<file path="config.mk">
export PLATFORM = sky130hd
export DESIGN_NAME = fp_accum_seq
export DESIGN_NICKNAME = d
export VERILOG_FILES = /design/src/rtl/fp_accum_seq.sv
export SDC_FILE = /design/constraint.sdc
export NUM_CORES = 1
export LEC_CHECK = 0
export BUFFER_PORTS_ARGS = -buffer_cell sky130_fd_sc_hd__buf_2
export CORE_MARGIN = 1.5
export CORE_UTILIZATION = 54
export DETAILED_ROUTE_END_ITERATION = 10
export PLACE_DENSITY = 0.92
export SLEW_MARGIN = 0
export SYNTH_ARGS = -nofsm -noshare
export SYNTH_HDL_FRONTEND = slang
export SYNTH_SLANG_ARGS = --single-unit
</file>
<file path="constraint.sdc">
create_clock -name clk -period 4.31 [get_ports clk]
set_input_delay 0.431 -clock clk [delete_from_list [all_inputs] [get_ports clk]]
set_output_delay 0.431 -clock clk [all_outputs]
set_load 0.01 [all_outputs]
</file>
<file path="src/rtl/fp_accum_seq.sv">
// fp_accum_seq: sequences a stream of single-precision operands through an
// external adder, accumulating each group and emitting its sum and
// element count when the element flagged last has been added.
module fp_accum_seq #(
  parameter int unsigned MAX_WAIT = 64
) (
  input  logic        clk,
  input  logic        reset,
  input  logic        in_valid,
  input  logic [31:0] in_data,
  input  logic        in_last,
  output logic        in_ready,
  output logic        add_start,
  output logic [31:0] add_a,
  output logic [31:0] add_b,
  input  logic [31:0] add_sum,
  input  logic        add_done,
  output logic [31:0] acc_out,
  output logic        acc_valid,
  output logic [15:0] acc_count,
  output logic        err
);

  typedef enum logic [1:0] {IDLE, ISSUE, WAIT, EMIT} state_t;

  localparam logic [6:0] WAIT_LAST = 7'(MAX_WAIT - 1);

  state_t      state, next;
  logic [31:0] acc;
  logic [31:0] operand;
  logic        last_flag;
  logic [15:0] count;
  logic [6:0]  wait_cnt;
  logic [31:0] out_hold;
  logic [15:0] count_hold;
  logic        capture;
  logic        timeout;

  // State register; reset forces IDLE, which also drops add_start at once.
  always_ff @(posedge clk or negedge reset) begin
    if (!reset) state <= IDLE;
    else        state <= next;
  end

  // Next-state decode and per-state control strobes.
  always_comb begin
    next      = state;
    in_ready  = 1'b0;
    add_start = 1'b0;
    acc_valid = 1'b0;
    capture   = 1'b0;
    timeout   = 1'b0;
    case (state)
      IDLE: begin
        in_ready = 1'b1;
        if (in_valid) next = ISSUE;
      end
      ISSUE: begin
        add_start = 1'b1;
        if (add_done) begin
          capture = 1'b1;
          next    = last_flag ? EMIT : IDLE;
        end else begin
          next = WAIT;
        end
      end
      WAIT: begin
        if (add_done) begin
          capture = 1'b1;
          next    = last_flag ? EMIT : IDLE;
        end else if (wait_cnt == WAIT_LAST) begin
          timeout = 1'b1;
          next    = last_flag ? EMIT : IDLE;
        end
      end
      EMIT: begin
        acc_valid = 1'b1;
        next      = IDLE;
      end
      default: next = IDLE;
    endcase
  end

  // Operand latch, accumulator, counters, sticky error and held results.
  always_ff @(posedge clk or negedge reset) begin
    if (!reset) begin
      acc        <= '0;
      operand    <= '0;
      last_flag  <= 1'b0;
      count      <= '0;
      wait_cnt   <= '0;
      err        <= 1'b0;
      out_hold   <= '0;
      count_hold <= '0;
    end else begin
      if (state == IDLE && in_valid) begin
        operand   <= in_data;
        last_flag <= in_last;
      end
      if (capture) begin
        acc <= add_sum;
        if (count != '1) count <= count + 16'd1;
      end
      if (timeout) err <= 1'b1;
      if (state == ISSUE)     wait_cnt <= '0;
      else if (state == WAIT) wait_cnt <= wait_cnt + 7'd1;
      if (state == EMIT) begin
        out_hold   <= acc;
        count_hold <= count;
        acc        <= '0;
        count      <= '0;
      end
    end
  end

  assign add_a = acc;
  assign add_b = operand;
  // During EMIT the live accumulator is shown; afterwards the copy taken on
  // leaving EMIT holds the result until the next group is emitted.
  assign acc_out   = acc_valid ? acc   : out_hold;
  assign acc_count = acc_valid ? count : count_hold;

endmodule

</file>
* Word-level counts from Yosys, hierarchy flattened
Index checks and enable logic that the tools add are counted.
** Operators by class
- Mux-type cells :: 23
- Equality and inequality tests :: 7
- Reduce and logical (&&, ||, !) cells :: 8
- $add $sub $neg :: 2
** Operator list (count)
- 32-bit two-way mux :: 3
- 16-bit two-way mux :: 4
- 16-bit by 1-bit adder with 16-bit output (second input constant) :: 1
- 16-bit inequality test (second input constant) :: 1
- 7-bit two-way mux :: 2
- 2-bit two-way mux :: 5
- 1-bit two-way mux :: 8
- 2-bit one-hot mux with 4 select lines :: 1
- 7-bit by 1-bit adder with 7-bit output (second input constant) :: 1
- 7-bit by 6-bit == test with 1-bit output (second input constant) :: 1
- 2-bit nonzero test :: 3
- 2-bit == test (second input constant) :: 2
- 2-bit AND reduction :: 2
- 3-bit inequality test (second input constant) :: 1
- 2-bit by 1-bit == test with 1-bit output (second input constant) :: 1
- 2-bit logical NOT :: 1
- 2-bit inequality test (second input constant) :: 1
- 2-bit OR reduction :: 1
- 1-bit logical AND :: 1
** Word-level totals
- Bits of input ports :: 69
- Register bits after elaboration :: 139
- Word-level logic and storage cells :: 49
- Output and inout bits :: 116

* Longest topological paths before layout
Gate-level depths: netlist (run 1).
- Depth in word-level cells :: 5
- Depth in mapped cells :: 7
- Gate-level depth less buffers :: 6

* Least setup slack after synthesis (run 1)
Ideal clock, no wire load.
- Path type :: reg-to-output
- Start point :: register state[1]
- End point :: output port acc_count[0]
- Arrival :: 1.522 ns
- Required time :: 3.879 ns
- Path slack :: 2.357 ns
- Path buffers :: 2
- Stages on the path, launching flop included :: 5
- Cells stage by stage :: dfrtp_1 > ha_1 > clkbuf_1 > clkbuf_1 > mux2_2
** Between the ends
- Cells in the longest elaborated chain, start to end :: 3
** Ends and longest elaborated chain
- start: declaration :: RTL line 28 : state_t state, next;
- start signal: assignment :: RTL line 42 : else state <= next;
- 2-bit == test :: RTL line 53 : case (state)
- 1-bit two-way mux :: RTL line 53
- via acc_valid :: RTL line 19 : output logic acc_valid,
- 16-bit two-way mux :: RTL line 121 : assign acc_count = acc_valid ? count : count_hold;
- end: declaration :: RTL line 20 : output logic [15:0] acc_count,
The timed path passes the listed nets, and every way through them passes these cells.

* Final worst setup path (run 1)
- Start point :: register state[1]
- End point :: output port acc_out[17]
** Between the ends
- Cells in the longest elaborated chain, start to end :: 3
** Ends and longest elaborated chain
- 2-bit == test :: RTL line 53
- 1-bit two-way mux :: RTL line 53
- 32-bit two-way mux :: RTL line 120 : assign acc_out = acc_valid ? acc : out_hold;
- end: declaration :: RTL line 18 : output logic [31:0] acc_out,
No other way between the ends.

==> metrics.md, run 1 <==
| Metric | Value |
|---|---|
| Status | finished clean |
| Largest stage delay, worst path | 0.85 ns |
| Number of detailed-routing iterations run before antenna repair | 4 |
| Post-synth top area share | 0.614 |
| Cell area after synthesis | 5660 µm² |
| Pwr dens | 774 nW/µm² |
| # rows | 37 |
| Crit end category | primary output |
| Top FF cell, synth | dfrtp_1 |
| Port Buf Inserts | 184 |
| Wire length per cell | 16.7 µm |
| Worst Path Max Fanout | 88 |
| # H-tree levels | 4 |
| Post-synth ARST share | 1.00 |
| Distinct cells, synth | 35 |
| Setup repair bufs after CTS | 0 |
| Largest family of logic cells by synthesized area | multiplexers |
| Relative slew slack | 0.112 |
| Nets | 718 |
| Gr usage total | 0.244 |
| Antenna violations before repair | 0 |
| Cell area after layout | 7310 µm² |
| Clk Latency, worst-skew pair | 0.51 ns |
| Final Max Slew Viols | 0 |
| Post-synth top area cell | dfrtp_1 |
| CTS Buffer Depth | 2 |
| CP required | 3.88 ns |
| Post-synthesis mux area share | 0.167 |
| CTS tree | built |
| Share of post-route cells with drive strength above 1 | 0.467 |
| Antenna cells | 0 |
| Starting density of the core | 0.553 |
| Total congestion overflow | 0 |
| Worst hold path class | in2async |
| Clock skew | 0.0145 ns |
| Number of flops mapped to enable cells by yosys | 0 |
| Setup CP Type | reg2out |
| Fillers | 723 |
| Sequential fraction of the synthesis area | 0.614 |
| Total CTS buffers | 17 |
| Root buf cell | clkbuf_8 |
| Final Util | 0.714 |
| Area contributors post-synth | dfrtp_1 61%, mux2_2 16%, nand2_1 5.1%, a21oi_1 4.0%, ha_1 1.5% |
| Ys Warns | 0 |
| Tcrit/Tclk final | 0.678 |
| Crit path max-delay cell type | ha_4 |
| Worst ir drop on vdd | 0.453 mV |
| Die area | 11100 µm² |
| Placed Area | 6700 µm² |
| Clk sink count | 139 |
| Vias per inst | 5.41 |
| Lkg Pwr | 3.66 nW |
| Critical path startpoint category | flop |
| Commonest cells post-synth | 139 x dfrtp_1, 82 x mux2_2, 77 x nand2_1 |
| DIE HEIGHT | 105 µm |
| Tightest Pin Transition | 1.33 ns |
| DRC | 0 |
| Pin count of the biggest net entering global routing | 108 |
| First-pass GRT wire length | 21400 µm |
| Final wirelength | 13200 µm |
| Max-cap viol count | 0 |
| IO Count | 185 |
| Cell breakdown of the critical path | ha_4 -> mux2_2 -> buf_2 |
| CTS Hold Buffers Added | 0 |
| Yosys reg bits | 139 |
| Routed Antenna Nets | 0 |
| Vias in the first global route | 4445 |
| Compound-Gate Fraction of Synth Area | 0.0701 |
| Setup TNS Final | 0 ns |
| RSZ-0062 raised after global routing | false |
| Synth Net Count | 537 |
| Die W | 105 µm |
| Adder-cell share of the synthesized area | 0.0155 |
| Clock-pin slew on the worst setup and hold paths | 0.06 ns |
| Post-Synth XOR/XNOR Area | 0.0124 |
| Gpl congestion | 0.819 |
| Dpl hpwl | 8960 µm |
| Core box area | 10200 µm² |
| Synth Area in Simple Gates | 0.0983 |
| Achievable Freq | 342 MHz |
| Post_cts resized | 0 |
| Average size of a mapped cell | 12.3 µm² |
| Worst path arrival time | 2.49 ns |
| Final Hold Fails | 0 |
| Final Setup Violations | 0 |
| Area grow syn2layout | 29.1% |
| DRT iter0 DRCs | 210 |
| Synth Instances | 461 |
| Via count | 4278 |
| Min Clock Period, post-route | 2.92 ns |
| Most common cell in the netlist | dfrtp_1 |
## flip-flops by register name, indices dropped and copies added (netlist names)
name / cells
add_a: 32
add_b: 32
out_hold: 32
count: 16
count_hold: 16
wait_cnt: 7
state: 2
err: 1
last_flag: 1
## metal layers
metal	wire length [µm]	up-vias	track usage	share of wire
met1	5590	2106	0.300	0.42
met2	6560	201	0.420	0.50
li1	-	1963	-	-
met4	78	0	0.0724	0.0059
met3	973	8	0.0693	0.074
met5	0	-	0	0
## path summary, 6_finish.rpt
path | start | slack [ns] | depth (start not counted) | endpoint
worst max-delay path | state[1] | 1.39 | 3 | acc_out[17]
worst min-delay path | reset | 0.05 | 1 | out_hold[3]
worst max register to register | state[0] | 1.55 | 6 | count[3]
worst min register to register | wait_cnt[6] | 0.49 | 1 | wait_cnt[6]
max in group asynchronous | reset | 3.29 | 2 | add_a[19]
min in group clk | in_data[22] | 0.15 | 2 | add_b[22]
## worst max-delay path, delay by kind of cell, from the launching register on
kind                       cells  cell delay [ns]
adders and majority gates      1             0.85
muxes                          1             0.45
DFF                            1             0.43
buffers and inverters          1             0.15
## layout by cell type (no fill, tap or decap), types with 8 or more instances in the layout
cell type | netlist | routed
dfrtp_1 | 139 | 139
buf_2 | 1 | 183
a21oi_1 | 45 | 45
nand2_1 | 77 | 77
inv_1 | 10 | 10
mux2_2 | 82 | 82
clkbuf_16 | 0 | 16
nor2_1 | 8 | 8
o21ai_0 | 9 | 9
## per-stage QoR
| stage | worst slack, ns | power (mW) | instances | hold WS [ns] |
|---|---|---|---|---|
| 2_1_floorplan | 2.36 | 3.33 | 461 | 0.135 |
| 6_report | 1.39 | 5.66 | 791 | 0.0543 |
| 4_1_cts | 1.40 | 5.70 | 791 | 0.0698 |
| 3_3_place_gp | 1.75 | 4.04 | 759 | 0.466 |
| 3_5_place_dp | 1.60 | 4.18 | 759 | 0.480 |
| 5_1_grt | 1.31 | 5.98 | 791 | 0.100 |
## layout make-up
type	count	area [µm²]	area share
Sequential cell	139	3480	0.476
Multi-Input combinational cell	288	2070	0.283
Timing Repair Buffer	186	942	0.129
Clock buffer	19	422	0.0577
Clock inverter	13	190	0.0260
Tap cell	136	170	0.0233
Inverter	10	37.5	0.00514
## cells by family after synthesis
group                      after synthesis
AOI/OAI and AO/OA                       69
xor gates and xnor gates                 8
adders and majority gates                7
buffers and inverters                   34
DFF                                    139
muxes                                   84
and+or+nand+nor                        120
## power breakdown
part / switching, mW / total, mW / internal, mW
combinational: 1.08 / 2.00 / 0.918
sequential: 0.319 / 2.16 / 1.84
clock: 0.553 / 1.50 / 0.946
total: 1.96 / 5.66 / 3.70
Note: power is estimated with default switching activity, not from simulation.
==> inputs of run 2 (changes only) <==
Settings changed: ABC_AREA set to 1, CORE_UTILIZATION 54 to 46, PLACE_DENSITY 0.92 to 0.84.
Clock period 4.31 ns to 2.6 ns, I/O delays scaled along.
==> run 2 against run 1 <==
Sequential share of layout area fell by 1.3 points. Sequential power is 57% higher. Worst setup slack got worse by 1.2 ns. Die area grew 19%. Total power up 61%. Core utilization decreased by 9.5 points.
==> metrics.md, run 2 <==
| Metric | Value |
|---|---|
| Status | finished clean |
| Worst path arrival time | 2.14 ns (-0.35 ns) |
| Via count | 4715 (+10%) |
| DRC | 0 (unchanged) |
| DRT iter0 DRCs | 292 (+39%) |
| Number of flops mapped to enable cells by yosys | 0 (unchanged) |
| Ys Warns | 0 (unchanged) |
| Final Setup Violations | 0 (unchanged) |
| Final Max Slew Viols | 0 (unchanged) |
| Post-synth ARST share | 1.00 (unchanged) |
| Gr usage total | 0.224 (-0.0201) |
| Total power | 9.09 mW (+61%) |
| Sequential fraction of the synthesis area | 0.603 (-0.0109) |
| Setup TNS Final | 0 ns (unchanged) |
| Crit path buf inv count | 3 (+2) |
| Cell breakdown of the critical path | ha_1 -> inv_2 -> buf_12 -> nand2_1 -> o21ai_0 -> buf_2 |
| Crit end category | primary output |
| Commonest non-fill, non-tap cells in the layout | 183 x buf_2, 154 x nand2_1, 139 x dfrtp_1 |
| Final Hold Fails | 0 (unchanged) |
| Port Buf Inserts | 184 (unchanged) |
| Antenna cells | 0 (unchanged) |
| Clock skew | 0.00755 ns (-0.00699 ns) |
| Setup CP Type | reg2out |
| Tcrit/Tclk final | 0.923 |
| Routed Antenna Nets | 0 (unchanged) |
| Nets | 856 (+19%) |
| Synth Instances | 590 (+28%) |
| First-pass GRT wire length | 22800 µm (+6.6%) |
| Root buf cell | clkbuf_16 |
| Worst ir drop on vdd | 0.688 mV (+52%) |
| Lkg Pwr | 3.87 nW (+5.7%) |
| Final wirelength | 14100 µm (+6.8%) |
| CTS tree | built |
| Die W | 115 µm (+9.1%) |
| Post_cts resized | 0 (unchanged) |
| RSZ-0062 raised after global routing | false |
| Worst hold path class | in2reg |
| Dpl hpwl | 9900 µm (+11%) |
| Clk Latency, worst-skew pair | 0.42 ns (-0.09 ns) |
| Relative slew slack | 0.636 (+0.524) |
| Commonest non-fill, non-tap cell in the layout | buf_2 |
| Wire length per cell | 14.7 µm (-12%) |
| Number of detailed-routing iterations run before antenna repair | 5 (+1) |
| DIE HEIGHT | 115 µm (+9.1%) |
| Yosys reg bits | 139 (unchanged) |
| Worst Path Max Fanout | 53 (-40%) |
| Post-synth top area share | 0.603 (-0.0109) |
| Clock-pin slew on the worst setup and hold paths | 0.06 ns (about the same) |
| Synth Net Count | 666 (+24%) |
| Clk sink count | 139 (unchanged) |
| Vias in the first global route | 4719 (+6.2%) |
| Average size of a mapped cell | 9.77 µm² (-20%) |
| Crit path max-delay cell type | dfrtp_1 |
| Area contributors post-synth | dfrtp_1 60%, nand2_1 10%, o21ai_0 7.3%, mux2_2 6.3%, inv_1 4.4% |
| Share of post-route cells with drive strength above 1 | 0.342 (-0.125) |
| Achievable Freq | 417 MHz |
| CTS Hold Buffers Added | 1 (+1) |
| Top FF cell, synth | dfrtp_1 |
| Die area | 13200 µm² (+19%) |
| Area grow syn2layout | 30.2% |
| Total CTS buffers | 17 (unchanged) |
| Setup repair bufs after CTS | 0 (unchanged) |
| Commonest cells post-synth | 154 x nand2_1, 139 x dfrtp_1, 84 x o21ai_0 |
| Critical path startpoint category | flop |
| Largest stage delay, worst path | 0.42 ns (-0.43 ns) |
| CP top delay family | buffers and inverters |
| Tightest Pin Transition | 0.546 ns (-0.786 ns) |
| Antenna violations before repair | 0 (unchanged) |
| # rows | 40 (+8.1%) |
| Pin count of the biggest net entering global routing | 61 (-44%) |
| Starting density of the core | 0.476 (-0.0775) |
| Core box area | 12100 µm² (+18%) |
| Post-synth top area cell | dfrtp_1 |
| Distinct cells, synth | 34 (-2.9%) |
| CTS Buffer Depth | 2 (unchanged) |
| Cell area after synthesis | 5760 µm² (+1.8%) |
| Most common cell in the netlist | nand2_1 |
| Total congestion overflow | 0 (unchanged) |
| Min Clock Period, post-route | 2.40 ns |
| Vias per inst | 4.91 (-9.3%) |
| IO Count | 185 (unchanged) |
| Pwr dens | 1210 nW/µm² (+56%) |
| Max-cap viol count | 0 (unchanged) |
| Gpl congestion | 0.864 (+5.4%) |
| Fillers | 1017 (+41%) |
| # H-tree levels | 4 (unchanged) |
| CP required | 2.34 ns (-1.54 ns) |
## run 2: cell count changes after synthesis, moves of 14 or more
cell	before	now
a21oi_1	45	6
inv_1	10	67
mux2_2	82	32
nand2_1	77	154
nand3_1	5	20
nor2_1	8	22
o21ai_0	9	84
## run 2: kinds of logic after synthesis
logic type	count (synthesis)	share of synthesized area
compound gates	106	0.0983
xor+xnor	4	0.00608
fa+ha+maj	7	0.0152
buf+inv	91	0.0636
flops	139	0.603
mux	32	0.0625
simple gates	211	0.151
## run 2: final timing paths
path / startpoint / endpoint / slack, ns / depth (start not counted)
min reg2reg: count_hold[5] / count_hold[5] / 0.47 / 2
min in group asynchronous: reset / count_hold[9] / 0.37 / 2
max reg2reg: state[1] / add_a[18] / 0.60 / 6
max in group asynchronous: reset / out_hold[19] / 1.39 / 3
min: add_sum[9] / add_a[9] / 0.05 / 3
max: state[1] / acc_out[31] / 0.20 / 6
## run 2: layout make-up
cell class | instances | area, µm² | share of cell area
repair buffers | 194 | 1030 | 0.137
inverters | 68 | 255 | 0.0340
flip-flops and latches | 139 | 3480 | 0.463
multi-input cells | 360 | 1920 | 0.256
clock buffers | 19 | 443 | 0.0590
clock inverters | 13 | 166 | 0.0222
well taps | 168 | 210 | 0.0280
## run 2: through the flow
step	hold slack, ns	setup WS, ns	std cells	cell area (µm²)	util
6_report	0.0460	0.201	961	7500	0.620
2_1_floorplan	-0.0356	0.867	590	5760	-
5_1_grt	0.0423	0.0461	961	7500	0.620
3_5_place_dp	0.263	0.604	928	6890	0.568
4_1_cts	0.0316	0.178	961	7500	0.620
3_3_place_gp	0.263	0.664	928	6890	0.568
## run 2: tightest hold or removal path: cells and delay by family
family	cells	cell delay (ns)
compound gates	1	0.06
buf+inv	1	0.07
simple gates	1	0.04
## run 2: metal layers
metal | vias up | global-route usage | wire length [µm]
met5 | - | 0 | 0
met4 | 0 | 0.0914 | 276
met3 | 21 | 0.0854 | 1140
met2 | 180 | 0.350 | 6770
met1 | 2244 | 0.283 | 5920
li1 | 2270 | - | -
## run 2: report_power, final
part	total, mW	internal (mW)	switching [mW]
Combinational	3.21	1.27	1.94
Clock	2.49	1.54	0.950
Sequential	3.39	2.97	0.415
